===== src/rtl/ssp_rx.sv =====
// ssp_rx: TI-style SSP receiver; synchronised serial input, MSB-first deserialiser, FWFT receive FIFO.
// Define SSP_RX_OVERRUN_EN to add the sticky rx_overrun flag and its ovr_clr input.
module ssp_rx #(
   parameter int DEPTH = 4,
   parameter int DW = 8
) (
   input  logic PCLK,
   input  logic CLEAR_B,
   input  logic SSPCLKIN,
   input  logic SSPFSSIN,
   input  logic SSPRXD,
   input  logic rd_en,
   output logic [DW-1:0] RxData,
   output logic rx_empty,
   output logic SSPRXINTR,
`ifdef SSP_RX_OVERRUN_EN
   output logic rx_overrun,
   input  logic ovr_clr,
`endif
   output logic [$clog2(DEPTH):0] rx_count
);
   localparam int AW = $clog2(DEPTH);
   localparam int BW = $clog2(DW);
   typedef enum logic {IDLE, SHIFT} state_t;
   state_t state;
   logic [1:0] clk_s, fss_s, rxd_s;
   logic clk_q, sample_en, fss, rxd;
   logic [DW-2:0] shreg;
   logic [BW-1:0] bitcnt;
   logic [DW-1:0] mem [DEPTH];
   logic [AW-1:0] wr_ptr, rd_ptr, rd_next;
   logic [AW:0] cnt_next;
   logic push, pop, wr;
   logic [DW-1:0] din;

   // fss and rxd get the same total delay as the edge detector so each sample lines up with its edge
   always_ff @(posedge PCLK or negedge CLEAR_B)
      if (!CLEAR_B) begin
         clk_s <= '0;
         fss_s <= '0;
         rxd_s <= '0;
         clk_q <= 1'b0;
         sample_en <= 1'b0;
         fss <= 1'b0;
         rxd <= 1'b0;
      end else begin
         clk_s <= {clk_s[0], SSPCLKIN};
         fss_s <= {fss_s[0], SSPFSSIN};
         rxd_s <= {rxd_s[0], SSPRXD};
         clk_q <= clk_s[1];
         sample_en <= clk_q & ~clk_s[1];
         fss <= fss_s[1];
         rxd <= rxd_s[1];
      end

   assign din = {shreg, rxd};
   assign push = sample_en && state == SHIFT && bitcnt == BW'(DW-1);

   always_ff @(posedge PCLK or negedge CLEAR_B)
      if (!CLEAR_B) begin
         state <= IDLE;
         bitcnt <= '0;
         shreg <= '0;
      end else if (sample_en) begin
         if (state == IDLE) begin
            if (fss) begin
               state <= SHIFT;
               bitcnt <= '0;
            end
         end else begin
            shreg <= din[DW-2:0];
            bitcnt <= bitcnt + 1'b1;
            if (bitcnt == BW'(DW-1)) begin
               state <= fss ? SHIFT : IDLE;
               bitcnt <= '0;
            end
         end
      end

   assign pop = rd_en && !rx_empty;
   assign wr = push && (!SSPRXINTR || rd_en);
   assign rd_next = pop ? rd_ptr + 1'b1 : rd_ptr;
   assign cnt_next = rx_count + {{AW{1'b0}}, wr} - {{AW{1'b0}}, pop};

   always_ff @(posedge PCLK)
      if (wr) mem[wr_ptr] <= din;

   // head register: a word written straight into the next head slot bypasses the array
   always_ff @(posedge PCLK or negedge CLEAR_B)
      if (!CLEAR_B) begin
         wr_ptr <= '0;
         rd_ptr <= '0;
         rx_count <= '0;
         rx_empty <= 1'b1;
         SSPRXINTR <= 1'b0;
         RxData <= '0;
      end else begin
         if (wr) wr_ptr <= wr_ptr + 1'b1;
         rd_ptr <= rd_next;
         rx_count <= cnt_next;
         rx_empty <= cnt_next == '0;
         SSPRXINTR <= cnt_next == (AW+1)'(DEPTH);
         if (cnt_next != '0) RxData <= (wr && wr_ptr == rd_next) ? din : mem[rd_next];
      end

`ifdef SSP_RX_OVERRUN_EN
   always_ff @(posedge PCLK or negedge CLEAR_B)
      if (!CLEAR_B) rx_overrun <= 1'b0;
      else if (push && SSPRXINTR && !rd_en) rx_overrun <= 1'b1;
      else if (ovr_clr) rx_overrun <= 1'b0;
`endif
endmodule


===== config.mk =====
export PLATFORM = sky130hd
export DESIGN_NAME = ssp_rx
export DESIGN_NICKNAME = d
export VERILOG_FILES = /design/src/rtl/ssp_rx.sv
export SDC_FILE = /design/constraint.sdc
export NUM_CORES = 1
export LEC_CHECK = 0
export BUFFER_PORTS_ARGS = -buffer_cell sky130_fd_sc_hd__buf_2
export CORE_ASPECT_RATIO = 2
export CORE_MARGIN = 4
export CORE_UTILIZATION = 62
export CTS_BUF_LIST = sky130_fd_sc_hd__clkbuf_8
export CTS_CLUSTER_DIAMETER = 150
export DETAILED_ROUTE_END_ITERATION = 10
export GPL_TIMING_DRIVEN = 0
export PLACE_DENSITY = 0.83
export SYNTH_ARGS = -nofsm -noshare
export SYNTH_HDL_FRONTEND = slang
export SYNTH_SLANG_ARGS = --single-unit

===== constraint.sdc =====
create_clock -name PCLK -period 3.57 [get_ports PCLK]
set_clock_uncertainty 0.05 [all_clocks]
set_input_delay 0.357 -clock PCLK [delete_from_list [all_inputs] [get_ports PCLK]]
set_output_delay 0.357 -clock PCLK [all_outputs]
set_load 0.01 [all_outputs]

==> metrics.yaml <==
pwr:
  p_sw_mw: 0.892
  power_frac_comb_pct: 31.0
  p_sw_share_pct: 33.0
  pwr-share-seq_pct: 45.0
  power.leakage_nw: 1.31
  internal-power_mw: 1.81
  power_mw: 2.70
  power.density_mw_per_mm2: 858
  ir_drop_uv: 627
  p_clk_share_pct: 24.1
layout:
  synthToLayoutAreaGrowth_pct: 13.6
  post-route-util_pct: 72.6
  finalNonFillerCells: 252
  layout_common_cells: "37 x dfrtp_1, 32 x edfxtp_1, 19 x buf_2"
  n_fill_cell: 284
  antenna_cells: 0
  final_common_cell: "dfrtp_1"
  fin_nets: 208
  seqCellArea_sq_mm: 0.00191
  drive_gt1_share_pct: 31.8
  multiInputGateArea_sq_um: 822
worst_setup_path:
  worstPathMaxFanout: 10
  critPathRequiredTime_ns: 3.73
  start_kind: "register"
  r2r_slack_ns: 0.24
  end_kind: "register"
  critical_path_arrival_ns: 3.49
  critical_path_class: "reg -> reg"
cts:
  cts.root.buffer_cell: "clkbuf_8"
  htreeDepth: 3
  clk_latency_ns: 0.34
  cts.path.max_buffers: 2
  numCtsBuffers: 9
  cts_sinks: 70
  clkTransAtPathRegs_ns: 0.08
  cts_tree: "built"
  cts_hold_buf: 0
die:
  core-area_sq_mm: 0.00434
  die-area_sq_mm: 0.00567
  fp-row-count: 34
  die_h_um: 103
  io_pins: 19
  start_util_pct: 63.9
  die_width_um: 55.3
drt:
  routed_wl_um: 4770
  dr_total_vias: 1458
  viasPerCell: 5.79
  first_pass_iters: 5
  first_iter_violations: 27
  ant_nets: 0
  drc: 0
  avgRoutedWirePerCell_um: 18.9
synth:
  syn_area_per_cell_sq_um: 16.9
  yosysSeqAreaShare_pct: 69.0
  synth_seq_cells: 70
  synth_area_sq_mm: 0.00277
  netlist_instances: 164
  synth.distinct_cells: 32
  yosys_warnings: 0
  syn_nets: 179
flow_run:
  drv_cap: 0
timing:
  fin_crit_ns: 3.33
  relSlewSlack_pct: 43.5
  fmax_mhz: 300
  hold_viol: 0
  drv_slew: 0
  rsz0062_at_grt: "false"
  finalCritPeriodShare_pct: 93.4
  tightestPinTransition_ns: 0.848
  setup_violations: 0
global_route:
  grt-ovfl-total: 0
  grt_start_max_net_pins: 39
  grt_pass1_wl_um: 7820
  track_usage_pct: 18.9
  grt_pass1_vias: 1570
  antenna_found_initial: 0
placed_design:
  dp_cells: 236
  dp_hpwl_um: 3360
  port_buffers: 18
  gp_congestion: 0.791
worst_hold_path:
  hold_class: "in -> async"
status:
  run_status: "finished, final reports clean"
metal layers:
layer	global-route usage (%)	wire length [um]	vias to the layer above
li1	-	-	656
met1	21.5	1710	742
met2	32.1	2720	48
met3	3.63	194	12
met4	13.1	138	0
met5	0	0	-
state kept, by name (all words and copies together), names as in the netlist:
name       cells
mem           32
RxData         8
shreg          7
bitcnt         3
rx_count       3
clk_s          2
fss_s          2
rd_ptr         2
rxd_s          2
wr_ptr         2
SSPRXINTR      1
clk_q          1
fss            1
rx_empty       1
rxd            1
sample_en      1
state          1
path summary, 6_finish.rpt:
check                                from         to  cells past startpoint
worst max-delay path            bitcnt[0]  RxData[3]                     15
worst min-delay path              CLEAR_B  RxData[5]                      1
worst max register to register  bitcnt[0]  RxData[3]                     15
worst min register to register   rxd_s[1]        rxd                      0
max in group asynchronous         CLEAR_B        rxd                      1
min in group PCLK                  SSPRXD   rxd_s[0]                      1
worst max-delay path, cell delays in order, from the launching register on:
cell     delay [ns]
dfrtp_1        0.39
ha_1           0.19
ha_1           0.19
o21ai_0        0.13
nor2_2         0.14
inv_1          0.06
ha_1           0.27
inv_1          0.04
ha_1           0.19
fa_1           0.39
xnor2_1        0.22
xnor2_1        0.13
or3_4          0.41
buf_2          0.22
nor2_1         0.12
a21oi_1        0.06
cells in the mapped netlist (all sizes together):
cell type / number / area share, %
nand2: 5 / 0.77
mux4: 8 / 6.5
mux2i: 8 / 2.9
nor3b: 2 / 0.54
dfstp: 1 / 0.95
or3: 1 / 0.23
dfrtp: 37 / 33
o21ai: 5 / 1.4
a22o: 1 / 0.32
edfxtp: 32 / 35
clkbuf: 1 / 0.14
inv: 10 / 1.4
a21oi: 8 / 1.4
nor4: 1 / 0.23
buf: 1 / 0.18
nor2b: 1 / 0.23
nand2b: 1 / 0.50
xnor2: 5 / 2.9
mux2: 7 / 2.8
ha: 8 / 3.6
nor2: 10 / 1.4
fa: 1 / 0.72
a32o: 2 / 0.72
o31ai: 1 / 0.27
and2: 4 / 0.90
xor2: 1 / 0.59
nand3: 2 / 0.36
area by class of cell:
cell class / instances / share of cell area (%)
multi-input combinational: 82 / 26.1
inverter: 10 / 1.19
timing repair buffer: 19 / 3.10
sequential: 70 / 60.7
clock buffer: 10 / 4.37
tap: 54 / 2.14
buffer: 1 / 0.159
clock inverter: 6 / 2.22
cells by family after synthesis:
family / after synthesis / synth area share [%]
buffers and inverters: 12 / 1.67
and+or+nand+nor: 27 / 5.10
DFF: 70 / 69.0
xor gates and xnor gates: 6 / 3.52
AOI/OAI and AO/OA: 17 / 4.20
adders and majority gates: 9 / 4.33
muxes: 23 / 12.2
timing repair:
item                                   CTS  global route
pin swaps                                1             0
setup buffers                            1             0
endpoints found under the hold margin    0             0
setup endpoints to repair                9             9
gates resized for setup                  1             1
per-stage QoR:
| stage | hold WS [ns] | TNS (ns) | cell area (sq um) | setup WS, ns |
|---|---|---|---|---|
| after floorplan | 0.0114 | 0 | 2770 | 0.312 |
| after global placement | 0.284 | -0.236 | 2930 | -0.0606 |
| after detailed placement | 0.288 | -2.49 | 2930 | -0.356 |
| after CTS | 0.0610 | 0 | 3150 | 0.0299 |
| after global routing | 0.0620 | 0 | 3150 | 0.0937 |
| final | 0.0723 | 0 | 3150 | 0.236 |
power by group through the flow:
| stage | sequential, mW | clock, mW | combinational, mW |
|---|---|---|---|
| 2_1_floorplan | 1.23 | 0 | 0.579 |
| 3_3_place_gp | 1.21 | 0 | 0.780 |
| 3_5_place_dp | 1.23 | 0 | 0.841 |
| 4_1_cts | 1.22 | 0.658 | 0.846 |
| 5_1_grt | 1.24 | 0.699 | 0.929 |
| 6_report | 1.22 | 0.650 | 0.837 |
No activity file was read; power rests on OpenSTA's default activity.
